$ cat src/rtl/pcie_rx_ch_serializer_if.sv
`default_nettype none
// ============================================================================
//  Module      : pcie_rx_ch_serializer_if
//  Description : Bundles the multi-channel AXI4-S RX input beat and the
//                single-channel AXI4-S TLP output stream of the serializer.
//                slave  - the serializer side (consumes in_*, drives out_*)
//                master - the surrounding logic (drives in_*, consumes out_*)
//  Signals     : in_tvalid/in_tready, in_ch_{valid,sop,eop,hdr,payload,user}
//                out_tvalid/out_tready, out_{sop,eop,hdr,payload,user}
//  Revision    : 1.0 - initial release
// ============================================================================
interface pcie_rx_ch_serializer_if #(
    parameter int NUM_CH    = 2,
    parameter int HDR_W     = 128,
    parameter int PAYLOAD_W = 256,
    parameter int USER_W    = 16
);
    logic                        in_tvalid;
    logic                        in_tready;
    logic [NUM_CH-1:0]           in_ch_valid;
    logic [NUM_CH-1:0]           in_ch_sop;
    logic [NUM_CH-1:0]           in_ch_eop;
    logic [NUM_CH*HDR_W-1:0]     in_ch_hdr;
    logic [NUM_CH*PAYLOAD_W-1:0] in_ch_payload;
    logic [NUM_CH*USER_W-1:0]    in_ch_user;

    logic                        out_tvalid;
    logic                        out_tready;
    logic                        out_sop;
    logic                        out_eop;
    logic [HDR_W-1:0]            out_hdr;
    logic [PAYLOAD_W-1:0]        out_payload;
    logic [USER_W-1:0]           out_user;

    modport slave (
        input  in_tvalid, in_ch_valid, in_ch_sop, in_ch_eop,
               in_ch_hdr, in_ch_payload, in_ch_user, out_tready,
        output in_tready, out_tvalid, out_sop, out_eop,
               out_hdr, out_payload, out_user
    );

    modport master (
        output in_tvalid, in_ch_valid, in_ch_sop, in_ch_eop,
               in_ch_hdr, in_ch_payload, in_ch_user, out_tready,
        input  in_tready, out_tvalid, out_sop, out_eop,
               out_hdr, out_payload, out_user
    );
endinterface
`default_nettype wire

$ cat src/rtl/pcie_rx_ch_serializer.sv
`default_nettype none
// ============================================================================
//  Module      : pcie_rx_ch_serializer
//  Description : Serializes the 2-channel RX beat from the AVST-to-AXIS bridge
//                into a single-channel TLP stream, lowest channel first.
//                Holds one beat, backpressures upstream, drops beats with no
//                valid channel (counted) and flags SOP/EOP framing errors.
//  Ports       : avl_clk     - clock
//                avl_rst_n   - asynchronous active-low reset
//                bus         - in_*/out_* stream signals (slave modport)
//                drop_cnt    - saturating count of accepted empty beats
//                framing_err - sticky SOP/EOP framing violation flag
//  Revision    : 1.0 - initial release
// ============================================================================
module pcie_rx_ch_serializer #(
    parameter int NUM_CH    = 2,
    parameter int HDR_W     = 128,
    parameter int PAYLOAD_W = 256,
    parameter int USER_W    = 16,
    parameter int CNT_W     = 16
) (
    input  wire logic               avl_clk,
    input  wire logic               avl_rst_n,
    pcie_rx_ch_serializer_if.slave  bus,
    output logic [CNT_W-1:0]        drop_cnt,
    output logic                    framing_err
);
    localparam int c_SEL_W = (NUM_CH > 1) ? $clog2(NUM_CH) : 1;

    // Beat buffer (data only, never reset)
    logic                 r_sop     [NUM_CH];
    logic                 r_eop     [NUM_CH];
    logic [HDR_W-1:0]     r_hdr     [NUM_CH];
    logic [PAYLOAD_W-1:0] r_payload [NUM_CH];
    logic [USER_W-1:0]    r_user    [NUM_CH];

    // Control state
    logic [NUM_CH-1:0]    r_pend;
    logic                 r_in_pkt;
    logic [CNT_W-1:0]     r_drop_cnt;
    logic                 r_framing_err;

    logic [c_SEL_W-1:0]   w_sel;
    logic                 w_one_pend;
    logic                 w_in_tready;
    logic                 w_in_fire;
    logic                 w_out_fire;
    logic                 w_seg_err;

    // Lowest pending channel is the one on the output.
    always_comb begin
        w_sel = '0;
        for (int c = NUM_CH - 1; c >= 0; c--) begin
            if (r_pend[c]) begin
                w_sel = c_SEL_W'(c);
            end
        end
    end

    assign w_one_pend  = (r_pend != '0) && ((r_pend & (r_pend - NUM_CH'(1))) == '0);
    // A new beat may enter while the last pending segment is leaving.
    assign w_in_tready = (r_pend == '0) | (bus.out_tready & w_one_pend);
    assign w_in_fire   = bus.in_tvalid & w_in_tready;
    assign w_out_fire  = bus.out_tvalid & bus.out_tready;

    // A SOP must arrive outside a packet, a non-SOP segment inside one.
    assign w_seg_err = (bus.out_sop & r_in_pkt) | (~bus.out_sop & ~r_in_pkt);

    assign bus.in_tready   = w_in_tready;
    assign bus.out_tvalid  = |r_pend;
    assign bus.out_sop     = r_sop[w_sel];
    assign bus.out_eop     = r_eop[w_sel];
    assign bus.out_hdr     = r_hdr[w_sel];
    assign bus.out_payload = r_payload[w_sel];
    assign bus.out_user    = r_user[w_sel];
    assign drop_cnt        = r_drop_cnt;
    assign framing_err     = r_framing_err;

    generate
        for (genvar c = 0; c < NUM_CH; c++) begin : g_buf
            always_ff @(posedge avl_clk) begin
                if (w_in_fire) begin
                    r_sop[c]     <= bus.in_ch_sop[c];
                    r_eop[c]     <= bus.in_ch_eop[c];
                    r_hdr[c]     <= bus.in_ch_hdr[c*HDR_W +: HDR_W];
                    r_payload[c] <= bus.in_ch_payload[c*PAYLOAD_W +: PAYLOAD_W];
                    r_user[c]    <= bus.in_ch_user[c*USER_W +: USER_W];
                end
            end
        end
    endgenerate

    always_ff @(posedge avl_clk or negedge avl_rst_n) begin
        if (!avl_rst_n) begin
            r_pend        <= '0;
            r_in_pkt      <= 1'b0;
            r_drop_cnt    <= '0;
            r_framing_err <= 1'b0;
        end else begin
            // Load wins over clearing the last pending bit in the same cycle.
            if (w_in_fire) begin
                r_pend <= bus.in_ch_valid;
            end else if (w_out_fire) begin
                r_pend <= r_pend & ~(NUM_CH'(1) << w_sel);
            end

            if (w_in_fire && (bus.in_ch_valid == '0) && (r_drop_cnt != '1)) begin
                r_drop_cnt <= r_drop_cnt + CNT_W'(1);
            end

            if (w_out_fire) begin
                if (w_seg_err) begin
                    r_framing_err <= 1'b1;
                end
                if (bus.out_eop) begin
                    r_in_pkt <= 1'b0;
                end else if (bus.out_sop) begin
                    r_in_pkt <= 1'b1;
                end
            end
        end
    end
endmodule
`default_nettype wire

$ cat src/flat_wrapper.sv
// flat-port wrapper written by rule: the top's interface ports become plain ports
module pcie_rx_ch_serializer_flat 
#(
    parameter int NUM_CH    = 2,
    parameter int HDR_W     = 128,
    parameter int PAYLOAD_W = 256,
    parameter int USER_W    = 16,
    parameter int CNT_W     = 16
)
  (avl_clk, avl_rst_n, drop_cnt, framing_err, bus_in_tvalid, bus_in_ch_valid, bus_in_ch_sop, bus_in_ch_eop, bus_in_ch_hdr, bus_in_ch_payload, bus_in_ch_user, bus_out_tready, bus_in_tready, bus_out_tvalid, bus_out_sop, bus_out_eop, bus_out_hdr, bus_out_payload, bus_out_user);
  pcie_rx_ch_serializer_if #(.NUM_CH(NUM_CH), .HDR_W(HDR_W), .PAYLOAD_W(PAYLOAD_W), .USER_W(USER_W)) bus_i ();
  input  wire logic avl_clk;
  input  wire logic avl_rst_n;
  output logic [CNT_W-1:0] drop_cnt;
  output logic framing_err;
  input wire logic [$bits(bus_i.in_tvalid)-1:0] bus_in_tvalid;
  input wire logic [$bits(bus_i.in_ch_valid)-1:0] bus_in_ch_valid;
  input wire logic [$bits(bus_i.in_ch_sop)-1:0] bus_in_ch_sop;
  input wire logic [$bits(bus_i.in_ch_eop)-1:0] bus_in_ch_eop;
  input wire logic [$bits(bus_i.in_ch_hdr)-1:0] bus_in_ch_hdr;
  input wire logic [$bits(bus_i.in_ch_payload)-1:0] bus_in_ch_payload;
  input wire logic [$bits(bus_i.in_ch_user)-1:0] bus_in_ch_user;
  input wire logic [$bits(bus_i.out_tready)-1:0] bus_out_tready;
  output wire logic [$bits(bus_i.in_tready)-1:0] bus_in_tready;
  output wire logic [$bits(bus_i.out_tvalid)-1:0] bus_out_tvalid;
  output wire logic [$bits(bus_i.out_sop)-1:0] bus_out_sop;
  output wire logic [$bits(bus_i.out_eop)-1:0] bus_out_eop;
  output wire logic [$bits(bus_i.out_hdr)-1:0] bus_out_hdr;
  output wire logic [$bits(bus_i.out_payload)-1:0] bus_out_payload;
  output wire logic [$bits(bus_i.out_user)-1:0] bus_out_user;
  assign bus_i.in_tvalid = bus_in_tvalid;
  assign bus_i.in_ch_valid = bus_in_ch_valid;
  assign bus_i.in_ch_sop = bus_in_ch_sop;
  assign bus_i.in_ch_eop = bus_in_ch_eop;
  assign bus_i.in_ch_hdr = bus_in_ch_hdr;
  assign bus_i.in_ch_payload = bus_in_ch_payload;
  assign bus_i.in_ch_user = bus_in_ch_user;
  assign bus_i.out_tready = bus_out_tready;
  assign bus_in_tready = bus_i.in_tready;
  assign bus_out_tvalid = bus_i.out_tvalid;
  assign bus_out_sop = bus_i.out_sop;
  assign bus_out_eop = bus_i.out_eop;
  assign bus_out_hdr = bus_i.out_hdr;
  assign bus_out_payload = bus_i.out_payload;
  assign bus_out_user = bus_i.out_user;
  pcie_rx_ch_serializer #(.NUM_CH(NUM_CH), .HDR_W(HDR_W), .PAYLOAD_W(PAYLOAD_W), .USER_W(USER_W), .CNT_W(CNT_W)) u_core (.avl_clk(avl_clk), .avl_rst_n(avl_rst_n), .bus(bus_i), .drop_cnt(drop_cnt), .framing_err(framing_err));
endmodule
$ cat config.mk
export PLATFORM = sky130hd
export DESIGN_NAME = pcie_rx_ch_serializer_flat
export DESIGN_NICKNAME = d
export VERILOG_FILES = /design/src/rtl/pcie_rx_ch_serializer_if.sv /design/src/rtl/pcie_rx_ch_serializer.sv /design/src/flat_wrapper.sv
export SDC_FILE = /design/constraint.sdc
export NUM_CORES = 1
export LEC_CHECK = 0
export CORE_AREA = 2 2 474 476
export DETAILED_ROUTE_END_ITERATION = 10
export DIE_AREA = 0 0 476 478
export SLEW_MARGIN = 20
export SYNTH_ARGS = -nofsm -noshare
export SYNTH_HDL_FRONTEND = slang
export SYNTH_SLANG_ARGS = --single-unit
export TNS_END_PERCENT = 5
$ cat constraint.sdc
create_clock -name avl_clk -period 83.8 [get_ports avl_clk]
set_input_delay 25.14 -clock avl_clk [delete_from_list [all_inputs] [get_ports avl_clk]]
set_output_delay 25.14 -clock avl_clk [all_outputs]
set_load 0.01 [all_outputs]
==> metrics.md <==
| Metric | Value |
|---|---|
| Status | complete, no violations |
| Worst-path cell with the longest stage delay | clkdlybuf4s50_1 |
| Hold crit path type | register to register |
| Max cap viols | 0 |
| RSZ-0062 raised after global routing | no |
| Pre-CTS setup slack | 32.03 ns |
| CTS buffer count | 94 |
| Later-pin clock latency in the skew report | 0.72 ns |
| DR vias | 18400 |
| R2r setup slk | 77.31 ns |
| Worst-path clk slew | 0.06 ns |
| Post-synthesis register bit count | 824 |
| # setup viols final | 0 |
| Final Critical Period | 51.76 ns |
| Port bufs | 1230 |
| Routability cong. | 0.904 |
| Vias/cell | 3.21 |
| Routed Antenna Nets | 0 |
| Core Area | 0.223 sq mm |
| Worst setup path start | bus_out_tready |
| Max stage delay on crit path | 0.62 ns |
| Initial Util | 0.134 |
| WS Path Type | input port to output pin |
| DRC | 0 |
| Count leader, synth | edfxtp_1 |
| DRT Pass-1 Iters | 6 |
| Largest net degree at the start of global routing | 85 |
| Vias in the first global route | 19100 |
| Clock Tree Buf Depth | 3 |
| Critical Path Fanout Max | 5 |
| Pwr Total | 1.64 mW |
| Clock Skews | 0.0408 ns |
| Cell Chain, Critical Path | clkdlybuf4s50_1 > a21o_1 > clkdlybuf4s50_1 |
| Most frequent cells after synthesis | edfxtp_1 (804), mux2_2 (402), buf_2 (38), dfrtp_1 (20), xor2_1 (12) |
| WP data arrival | 26.62 ns |
| Async set-reset flop share out of synthesis | 0.0243 |
| Initial antenna violation count | 45 |
| FF/Latch Area | 0.0246 sq mm |
| R2R cell count | 10 |
| Setup Buffers After CTS | 0 |
| Layout area overhead | 63.6% |
| Final nets | 3467 |
| Final Hold Fails | 0 |
| VDD IR-drop max | 23.8 uV |
| Top_reg_cell synth | edfxtp_1 |
| CTS tree | done |
| Static Leakage | 16.0 nW |
| Yosys top cell area share | 0.806 |
| Routed WL per cell | 27.1 um |
| Die Y-Extent | 478 um |
| Max-slew violations | 0 |
| Clock sink count | 824 |
| Critical Path End | bus_in_tready |
| Die Span X | 476 um |
| Area of the multi-input gates | 0.00508 sq mm |
| Post-Route WL | 155000 um |
| Synth Area per Inst | 22.2 sq um |
| Gr ovfl total | 0 |
| P per Cell Area | 33.5 mW/mm^2 |
| Resize count post-CTS | 0 |
| All-Layer GR Usage | 0.130 |
| Hold-fix buffers, CTS | 0 |
| Hpwl dp | 130000 um |
| TNS Setup | 0 ns |
| Rows | 174 |
| RR Endpoint | u_core.r_hdr[0][74]$_DFFE_PP_ |
| Filler instances | 23500 |
| Syn Std Cell Area | 0.0299 sq mm |
| Final WS setup | 32.04 ns |
| Root Buffer | clkbuf_16 |
| EDFF count, synth | 804 |
| Startpoint Class | input port |
| Worst slew margin | 0.307 |
| Worst Path Required | 58.66 ns |
| Die area | 0.228 sq mm |
| Hold Path Depth | 1 |
| Final worst-path cycle share | 0.618 |
| Share of the yosys chip area belonging to registers | 0.823 |
| Post-synth cell types | 32 |
| Most frequent cell on the critical path | clkdlybuf4s50_1 |
| Yosys top cell by area | edfxtp_1 |
| Area contributors post-synth | edfxtp_1 (81%), mux2_2 (15%), dfrtp_1 (1.7%) |
| Max Clock Freq | 19.3 MHz |
| First-pass GRT wire length | 190000 um |
| Htree depth | 3 |
| Initial drt markers | 1240 |
| Share of cells above drive strength 1 | 0.206 |
| Hold slack | 0.480 ns |
| Reg-to-reg startpoint | u_core.r_pend[0]$_DFFE_PN0P_ |
| I/O Pins | 1231 |
| Least-Margin Pin Slew | 1.04 ns |
| Syn Nets | 2166 |
| Post-Synthesis Cells | 1352 |
| Synth warnings | 0 |
| Crit path capture type | output pin |
per-stage QoR:
step | std cells | utilization | area, sq um
final | 5727 | 0.220 | 49000
after global routing | 5724 | 0.220 | 49000
after CTS | 5719 | 0.219 | 49000
after detailed placement | 5548 | 0.206 | 45900
after global placement | 5548 | 0.206 | 45900
after floorplan | 1352 | - | 30000
worst max-delay path, delay by kind of cell:
kind	cells	cell delay, ns
buf+inv	2	1.12
compound gates	1	0.35
kinds of logic (layout without fill, tap and decap cells):
logic type               after synthesis  after routing  synth area share
buffers and inverters                 51           1427           0.00798
AND/OR/NAND/NOR                       43             43           0.00923
flip-flops                           824            824             0.823
XOR/XNOR                              13             13           0.00380
multiplexers                         404            404             0.152
adder cells (fa/ha/maj)                4              4           0.00167
AO/OA/AOI/OAI                         13             13           0.00251
other                                  0              7                 0
flip-flops by register name, indices dropped and copies added (netlist names):
signal	flops
u_core.drop_cnt	16
u_core.framing_err	1
u_core.r_eop	2
u_core.r_hdr	256
u_core.r_in_pkt	1
u_core.r_payload	512
u_core.r_pend	2
u_core.r_sop	2
u_core.r_user	32
layer usage:
metal,vias to the layer above,wire (um),global-route usage
li1,8004,-,-
met1,9097,53800,0.132
met2,1042,70200,0.209
met3,208,28300,0.103
met4,24,2970,0.0282
met5,-,167,0
power breakdown:
part / internal (mW) / total, mW / switching [mW]
Clock: 0.226 / 0.408 / 0.182
Combinational: 0.268 / 0.625 / 0.357
Sequential: 0.580 / 0.611 / 0.0309
placed cells by master, fill, tap and decap left out, drive strengths merged, types with 6 or more instances in the layout:
| cell | n |
|---|---|
| xor2 | 12 |
| dfrtp | 20 |
| clkinv | 40 |
| clkbuf | 118 |
| nand3 | 6 |
| clkdlybuf4s50 | 1229 |
| diode | 7 |
| nand2 | 8 |
| inv | 10 |
| edfxtp | 804 |
| buf | 21 |
| mux2 | 403 |
| nor4 | 6 |
worst min path at each step:
stage                                   start                        endpoint  slack (ns)
6_report       u_core.framing_err$_DFFE_PN0P_  u_core.framing_err$_DFFE_PN0P_        0.48
3_5_place_dp   u_core.framing_err$_DFFE_PN0P_  u_core.framing_err$_DFFE_PN0P_        0.46
5_1_grt        u_core.framing_err$_DFFE_PN0P_  u_core.framing_err$_DFFE_PN0P_        0.51
4_1_cts        u_core.framing_err$_DFFE_PN0P_  u_core.framing_err$_DFFE_PN0P_        0.48
3_3_place_gp   u_core.framing_err$_DFFE_PN0P_  u_core.framing_err$_DFFE_PN0P_        0.45
2_1_floorplan  u_core.framing_err$_DFFE_PN0P_  u_core.framing_err$_DFFE_PN0P_        0.49
layout make-up:
| cell class | count | area share |
|---|---|---|
| clock buffer | 118 | 0.0500 |
| antenna | 7 | 0.000357 |
| inverter | 6 | 0.000460 |
| timing repair buffer | 1250 | 0.255 |
| clock inverter | 53 | 0.0115 |
| tap | 2992 | 0.0764 |
| sequential | 824 | 0.503 |
| multi-input combinational | 477 | 0.104 |
Note: power is estimated with default switching activity, not from simulation.
